## config.mk

```make
export PLATFORM = sky130hd
export DESIGN_NAME = read_module
export DESIGN_NICKNAME = d
export VERILOG_FILES = /design/src/rtl/read_module.sv
export SDC_FILE = /design/constraint.sdc
export NUM_CORES = 1
export LEC_CHECK = 0
export ABC_AREA = 1
export CORE_MARGIN = 2
export CORE_UTILIZATION = 57
export CTS_CLUSTER_SIZE = 10
export DETAILED_ROUTE_END_ITERATION = 6
export PLACE_DENSITY = 0.87
export SLEW_MARGIN = 20
export SYNTH_ARGS = -nofsm -noshare
export SYNTH_HDL_FRONTEND = slang
export SYNTH_SLANG_ARGS = --single-unit
```

## constraint.sdc

```tcl
create_clock -name clk -period 3.1 [get_ports clk]
set_input_delay 0.31 -clock clk [delete_from_list [all_inputs] [get_ports clk]]
set_output_delay 0.31 -clock clk [all_outputs]
set_load 0.01 [all_outputs]
```

## src/rtl/read_module.sv

```systemverilog
// Fetches a run of 32-bit words from the input BRAM region and streams them out
// as pixels, most-significant pixel first, over a valid/ready handshake.
module read_module #(
  parameter int unsigned            DATA_WIDTH     = 32,
  parameter int unsigned            ADDR_WIDTH     = 32,
  parameter logic [ADDR_WIDTH-1:0]  INPUT_ADDR     = '0,
  parameter int unsigned            PIXEL_SIZE     = 8,
  parameter int unsigned            PIXEL_PER_WORD = 4,
  parameter int unsigned            BRAM_LATENCY   = 2
) (
  input  logic                  clk,
  input  logic                  reset,
  input  logic                  start,
  input  logic [15:0]           num_words,
  output logic                  busy,
  output logic                  done,
  output logic [ADDR_WIDTH-1:0] bram_addr,
  output logic                  bram_en,
  input  logic [DATA_WIDTH-1:0] bram_rdata,
  output logic [PIXEL_SIZE-1:0] pixel,
  output logic                  pixel_valid,
  input  logic                  pixel_ready
);

  localparam int unsigned IDX_W  = (PIXEL_PER_WORD > 1) ? $clog2(PIXEL_PER_WORD) : 1;
  localparam int unsigned WAIT_W = (BRAM_LATENCY > 1) ? $clog2(BRAM_LATENCY) : 1;
  localparam logic [WAIT_W-1:0] LAST_WAIT = WAIT_W'(BRAM_LATENCY - 1);
  localparam logic [IDX_W-1:0]  TOP_IDX   = IDX_W'(PIXEL_PER_WORD - 1);

  typedef enum logic [2:0] {
    S_IDLE,
    S_REQUEST,
    S_WAIT,
    S_STREAM,
    S_FINISH
  } state_e;

  state_e                state_q, state_d;
  logic [ADDR_WIDTH-1:0] addr_q, addr_d;
  logic [15:0]           words_q, words_d;
  logic [DATA_WIDTH-1:0] word_q, word_d;
  logic [IDX_W-1:0]      idx_q, idx_d;
  logic [WAIT_W-1:0]     wait_q, wait_d;

  logic [PIXEL_SIZE-1:0] pix_arr [PIXEL_PER_WORD];

  // NOTE: state registers use non-blocking assignments so every flop samples
  // the values from before the edge; blocking here would create order races.
  always_ff @(posedge clk) begin
    if (reset) begin
      state_q <= S_IDLE;
      addr_q  <= INPUT_ADDR;
      words_q <= '0;
      word_q  <= '0;
      idx_q   <= '0;
      wait_q  <= '0;
    end else begin
      state_q <= state_d;
      addr_q  <= addr_d;
      words_q <= words_d;
      word_q  <= word_d;
      idx_q   <= idx_d;
      wait_q  <= wait_d;
    end
  end

  // NOTE: every signal assigned below gets a default first, so no path through
  // the case statement can leave one unassigned and infer a latch.
  always_comb begin
    state_d = state_q;
    addr_d  = addr_q;
    words_d = words_q;
    word_d  = word_q;
    idx_d   = idx_q;
    wait_d  = wait_q;

    unique case (state_q)
      S_IDLE: begin
        if (start) begin
          if (num_words != 16'd0) begin
            words_d = num_words;
            addr_d  = INPUT_ADDR;
            state_d = S_REQUEST;
          end else begin
            state_d = S_FINISH;
          end
        end
      end

      S_REQUEST: begin
        wait_d  = '0;
        state_d = S_WAIT;
      end

      S_WAIT: begin
        if (wait_q == LAST_WAIT) begin
          word_d  = bram_rdata;
          idx_d   = TOP_IDX;
          state_d = S_STREAM;
        end else begin
          wait_d = wait_q + WAIT_W'(1);
        end
      end

      S_STREAM: begin
        if (pixel_ready) begin
          if (idx_q == '0) begin
            words_d = words_q - 16'd1;
            if (words_q == 16'd1) begin
              state_d = S_FINISH;
            end else begin
              // Byte addressing: one 32-bit word is 4 bytes; wrap is silent.
              addr_d  = addr_q + ADDR_WIDTH'(4);
              state_d = S_REQUEST;
            end
          end else begin
            idx_d = idx_q - IDX_W'(1);
          end
        end
      end

      S_FINISH: state_d = S_IDLE;

      default: state_d = S_IDLE;
    endcase
  end

  // Slot i holds the pixel at bit offset i*PIXEL_SIZE; the top slot streams first.
  always_comb begin
    for (int i = 0; i < int'(PIXEL_PER_WORD); i++) begin
      pix_arr[i] = word_q[i*PIXEL_SIZE +: PIXEL_SIZE];
    end
  end

  assign bram_en     = (state_q == S_REQUEST);
  assign bram_addr   = addr_q;
  assign pixel_valid = (state_q == S_STREAM);
  assign pixel       = pixel_valid ? pix_arr[idx_q] : '0;
  assign busy        = (state_q != S_IDLE);
  assign done        = (state_q == S_FINISH);

endmodule

```

---- Word-level counts from Yosys, hierarchy flattened ----
Index checks and enable logic that the tools add are counted.
word-level totals
  register bits ........................... 86
  latch bits .............................. 0
  bits in writable memories ............... 0
  ROM bits ................................ 0
  bits of input ports ..................... 52
  memories kept ........................... 0
cells by class
  add/sub/neg operators ................... 4
  multipliers ............................. 0
  div/mod/pow operators ................... 0
  order comparisons ....................... 1
  equality and inequality tests ........... 12
  shifts and indexed selects .............. 0
  muxes and demuxes ....................... 28
  bitwise logic cells ..................... 1
  reductions and logical operators ........ 12
operator list
  operator                                                              number
  32-bit two-way mux                                                    5
  16-bit two-way mux                                                    4
  32-bit case mux with 2 select lines                                   1
  32-bit by 3-bit adder with 32-bit output, second input constant       1
  16-bit case mux with 2 select lines                                   1
  8-bit two-way mux                                                     3
  3-bit two-way mux                                                     6
  8-bit binary-select mux with 2-bit select                             1
  16-bit by 1-bit == test with 1-bit output, second input constant      1
  16-bit nonzero test                                                   1
  16-bit by 1-bit subtractor with 16-bit output, second input constant  1
  3-bit case mux with 4 select lines                                    1
  2-bit != test, second input constant                                  5
  4-bit AND reduction                                                   2
  3-bit by 2-bit == test with 1-bit output, second input constant       2
  2-bit two-way mux                                                     3
  6-bit AND reduction                                                   1
  2-bit nonzero test                                                    3
  5-bit AND reduction                                                   1
  2-bit by 1-bit != test with 1-bit output, second input constant       2
  2-bit case mux with 2 select lines                                    1
  3-bit by 1-bit == test with 1-bit output, second input constant       1
  3-bit == test, second input constant                                  1
  3-bit >= comparator, second input constant                            1
  9 further kinds                                                       9

---- Depth between registers and ports, before layout ----
  word-level depth ........................ 5
  gate-level depth with buffers ........... 14

---- Worst setup path before layout ----
No wires, ideal clock.
  path type ............................... register to register
  start ................................... reg idx_q[0]
  end ..................................... reg addr_q[26], in the netlist bram_addr[26]
  setup time .............................. 0.128 ns
  arrival ................................. 1.830 ns
  data required time ...................... 2.972 ns
  path slack .............................. 1.143 ns
  cell stages (with the launch flop) ...... 15
  buffers on the path ..................... 3
  clock period less this slack ............ 1.957 ns
  path through ............................ dfxtp_1 -> buf_2 -> clkinv_1 -> clkbuf_1 -> ha_1 -> inv_1 -> o21ai_2 -> nand2_4 -> nor2_8 -> nand3_2 -> buf_6 -> nand2_1 -> inv_1 -> nor2_1 -> nor2_1
between the ends
  longest elaborated chain between the ends .. 3
RTL lines
  element                                             RTL line  source
  start, declared                                     42        logic [IDX_W-1:0] idx_q, idx_d;
  start signal, assigned                              62        idx_q <= idx_d;
  2-bit zero test                                     107       if (idx_q == '0) begin
  2-bit by 1-bit != test with 1-bit output (no line)  -
  6-bit AND reduction (no line)                       -
  end signal, assigned                                59        addr_q <= addr_d;
  end, declared                                       39        logic [ADDR_WIDTH-1:0] addr_q, addr_d;
No other way between the ends.
A chain may end at the register's enable or synchronous reset.

---- Worst setup path after layout ----
  start ................................... reg idx_q[0]
  end ..................................... out pixel[6]
between the ends
  longest elaborated chain between the ends .. 5
RTL lines
  element                                                 RTL line  source
  2-bit inverter with 3-bit output (implied by the code)  138       assign pixel = pixel_valid ? pix_arr[idx_q] : '0;
  8-bit binary-select mux with 2-bit select               138
  8-bit two-way mux (implied by the code) (2 in a row)    138
  8-bit two-way mux                                       138
  end, declared                                           20        output logic [PIXEL_SIZE-1:0] pixel,
No other way between the ends. The select of a mux whose other input is x is not followed.

==> summary.txt <==
Run status
  • Status: completed

Critical path
  • Worst setup startpoint: idx_q[0]
  • Worst Reg-to-Reg Cells: 10
  • Crit path to: pixel[6]
  • RR Startpoint: idx_q[0]
  • Crit-path max cell delay: 0.72 ns
  • Worst reg2reg endpoint: bram_addr[29]
  • Cell count along the critical path: 5
  • Critical path type: reg -> out
  • R2R setup slack: 0.46 ns
  • Worst EP arrival: 2.64 ns
  • Most frequent CP cell: a21oi_1
  • CP Buf/Inv Count: 2
  • CP Cell Sequence: clkinvlp_4 > a21oi_1 > o21ai_0 > a21oi_1 > clkdlybuf4s50_1
  • Crit. End Element: output port
  • CP top delay family: buffers and inverters
  • Critical Path RT: 2.79 ns
  • Crit start category: register
  • Critical path peak fanout: 19
  • Crit-path slowest cell: dfxtp_1

Clock network
  • Clk root buf: clkbuf_8
  • CTS HTree Levels: 3
  • CTS clk-pin slew, worst paths: 0.09 ns
  • CTS buffer count: 9
  • Worst-Skew Late Latency: 0.35 ns
  • CTS sink cnt: 84
  • CTS tree: built
  • Postcts setup bufs: 0
  • Max clock buf depth: 2

Power and ir drop
  • VDD IR max: 432 uV
  • Leakage power: 2.16 nW
  • PD cells: 623 mW/mm^2

Global route
  • Vias in the first global route: 4,934
  • Number of antenna violations at the first check in global routing: 0
  • All-Layer GR Usage: 0.282
  • First-pass GRT wire length: 22.4 mm
  • Largest net degree at the start of global routing: 51
  • Total gr overflow: 0

Route
  • Detailed Routing Iterations Pass 1: 5
  • Remaining antenna violation count: 0
  • Average vias per placed instance: 5.50
  • Initial DRC Count: 382
  • Vias: 5,345
  • DRC errors left: 0
  • Final WL: 13.3 mm
  • Wire per inst: 13.6 um

Timing
  • Slew @ Worst Pin: 0.742 ns
  • Pins over their slew limit: 0
  • Final Hold Viols: 0
  • RSZ-0062 raised after global routing: false
  • Worst setup slack after layout: 0.145 ns
  • Final setup TNS: 0 ns
  • Fmax: 338 MHz
  • Crit share post-route: 0.953
  • Rel. slew slack: 0.505
  • Setup-failing EPs final: 0
  • Clock skew: 0.00981 ns
  • Fin crit period: 2.95 ns

Placement
  • Detail Placement HPWL: 9.51 mm
  • Dpl ws: 0.500 ns
  • Gp weighted congestion: 0.935
  • Input/output buffers: 93

Die
  • Row count: 33
  • Die Ht: 97.0 um
  • Starting Density: 0.594
  • Die X: 97.0 um
  • I/O pins: 96
  • Core area: 0.00830 mm^2
  • Die ar.: 0.00940 mm^2

Cells and area
  • Fillers: 729
  • N_diodes: 0
  • P&R area growth vs syn: 21.8%
  • Most common cell after layout, fill and taps aside: nand2_1
  • Layout cells sized above 1: 0.0507
  • Final Util: 0.723
  • Layout Nets: 918
  • Most frequent cells in the layout: nand2_1, nor2_1, a21oi_1

Logic synthesis
  • Flops & latches, synth: 84
  • Cell area after synthesis: 0.00493 mm^2
  • Mapped Cells: 791
  • Synthesis Warnings: 0
  • Avg Inst Size Synth: 6.23 um^2
  • Post-synthesis cell type count: 35
  • Register area share after synthesis: 0.341

Min path
  • Worst hold path class: reg -> reg

Run
  • MaxCap Viol Count: 0
## synth_stat cells, drive strengths merged
cell | count | share of area
o21bai | 3 | 0.0046
inv | 72 | 0.055
xor2 | 7 | 0.012
a21oi | 97 | 0.099
nand3b | 1 | 0.0015
a31oi | 2 | 0.0025
conb | 1 | 0.00076
clkinv | 2 | 0.0015
buf | 20 | 0.031
nor3 | 7 | 0.0071
nand4 | 5 | 0.0063
ha | 4 | 0.010
and2 | 1 | 0.0013
o21ai | 53 | 0.055
a211oi | 1 | 0.0025
nand2 | 197 | 0.16
xnor2 | 3 | 0.0053
clkbuf | 18 | 0.014
nand3 | 73 | 0.076
mux2i | 2 | 0.0041
or2 | 1 | 0.0013
dfxtp | 84 | 0.34
nor2 | 137 | 0.11
## worst min-delay path, stage by stage, from the launching register on
cell and delay, ns:
dfxtp_1 0.30, inv_1 0.06, a21oi_1 0.06
## timing repair
item / 4_1_cts / 5_1_grt
gates resized for setup: 0 / 1
endpoints found under the setup margin: 0 / 4
hold buffers: 0 / 0
## logic make-up (layout without fill, tap and decap cells)
logic type	Yosys count	after routing	share of synthesized area
multiplexers	2	2	0.00406
XOR/XNOR	10	10	0.0178
other	1	2	0.000761
buffers and inverters	112	187	0.101
AO/OA/AOI/OAI	156	156	0.163
AND/OR/NAND/NOR	422	422	0.362
flip-flops	84	84	0.341
adder cells (fa/ha/maj)	4	4	0.0102
## layer usage
layer  routed length, um  GRT usage  vias to the layer above
li1                    -          -                     2679
met1                5590      0.361                     2393
met2                6320      0.481                      233
met3                 944     0.0325                       40
met4                 410      0.119                        0
met5                   0          0                        -
## report_power, final
part	total [mW]	leakage [nW]	internal, mW	switching, mW
Combinational	1.55	1.38	0.515	1.04
Sequential	1.38	0.681	1.21	0.172
Clock	0.803	0.0923	0.377	0.427
## flip-flops by register name (all words and copies together), names as in the netlist
register	count
wait_q	1
state_q	3
words_q	16
bram_addr	30
idx_q	2
word_q	32
## layout make-up
cell class,instances,area (um^2),area share
Clock buffer,9,124,0.0206
Timing Repair Buffer,97,956,0.159
Tap cell,105,131,0.0219
Sequential cell,84,1680,0.280
Inverter,74,282,0.0469
Multi-Input combinational cell,596,2750,0.459
Clock inverter,7,75.1,0.0125
## through the flow
step	total power [mW]	std cells	hold WS, ns	cell area, um^2
6_report	3.74	972	0.464	6000
3_5_place_dp	2.92	956	0.450	5800
3_3_place_gp	2.85	956	0.444	5800
5_1_grt	4.00	972	0.465	6000
4_1_cts	3.73	972	0.462	6000
2_1_floorplan	2.67	792	0.430	4930
## how the worst min path moves through the flow
| stage | from | to | slack (ns) | cells past startpoint |
|---|---|---|---|---|
| floorplan | word_q[10] | word_q[10] | 0.43 | 2 |
| global placement | word_q[12] | word_q[12] | 0.44 | 2 |
| detailed placement | word_q[12] | word_q[12] | 0.45 | 2 |
| CTS | word_q[12] | word_q[12] | 0.46 | 2 |
| global route | word_q[12] | word_q[12] | 0.47 | 2 |
| finish | word_q[12] | word_q[12] | 0.46 | 2 |
Power figures use the tool's default switching activity.
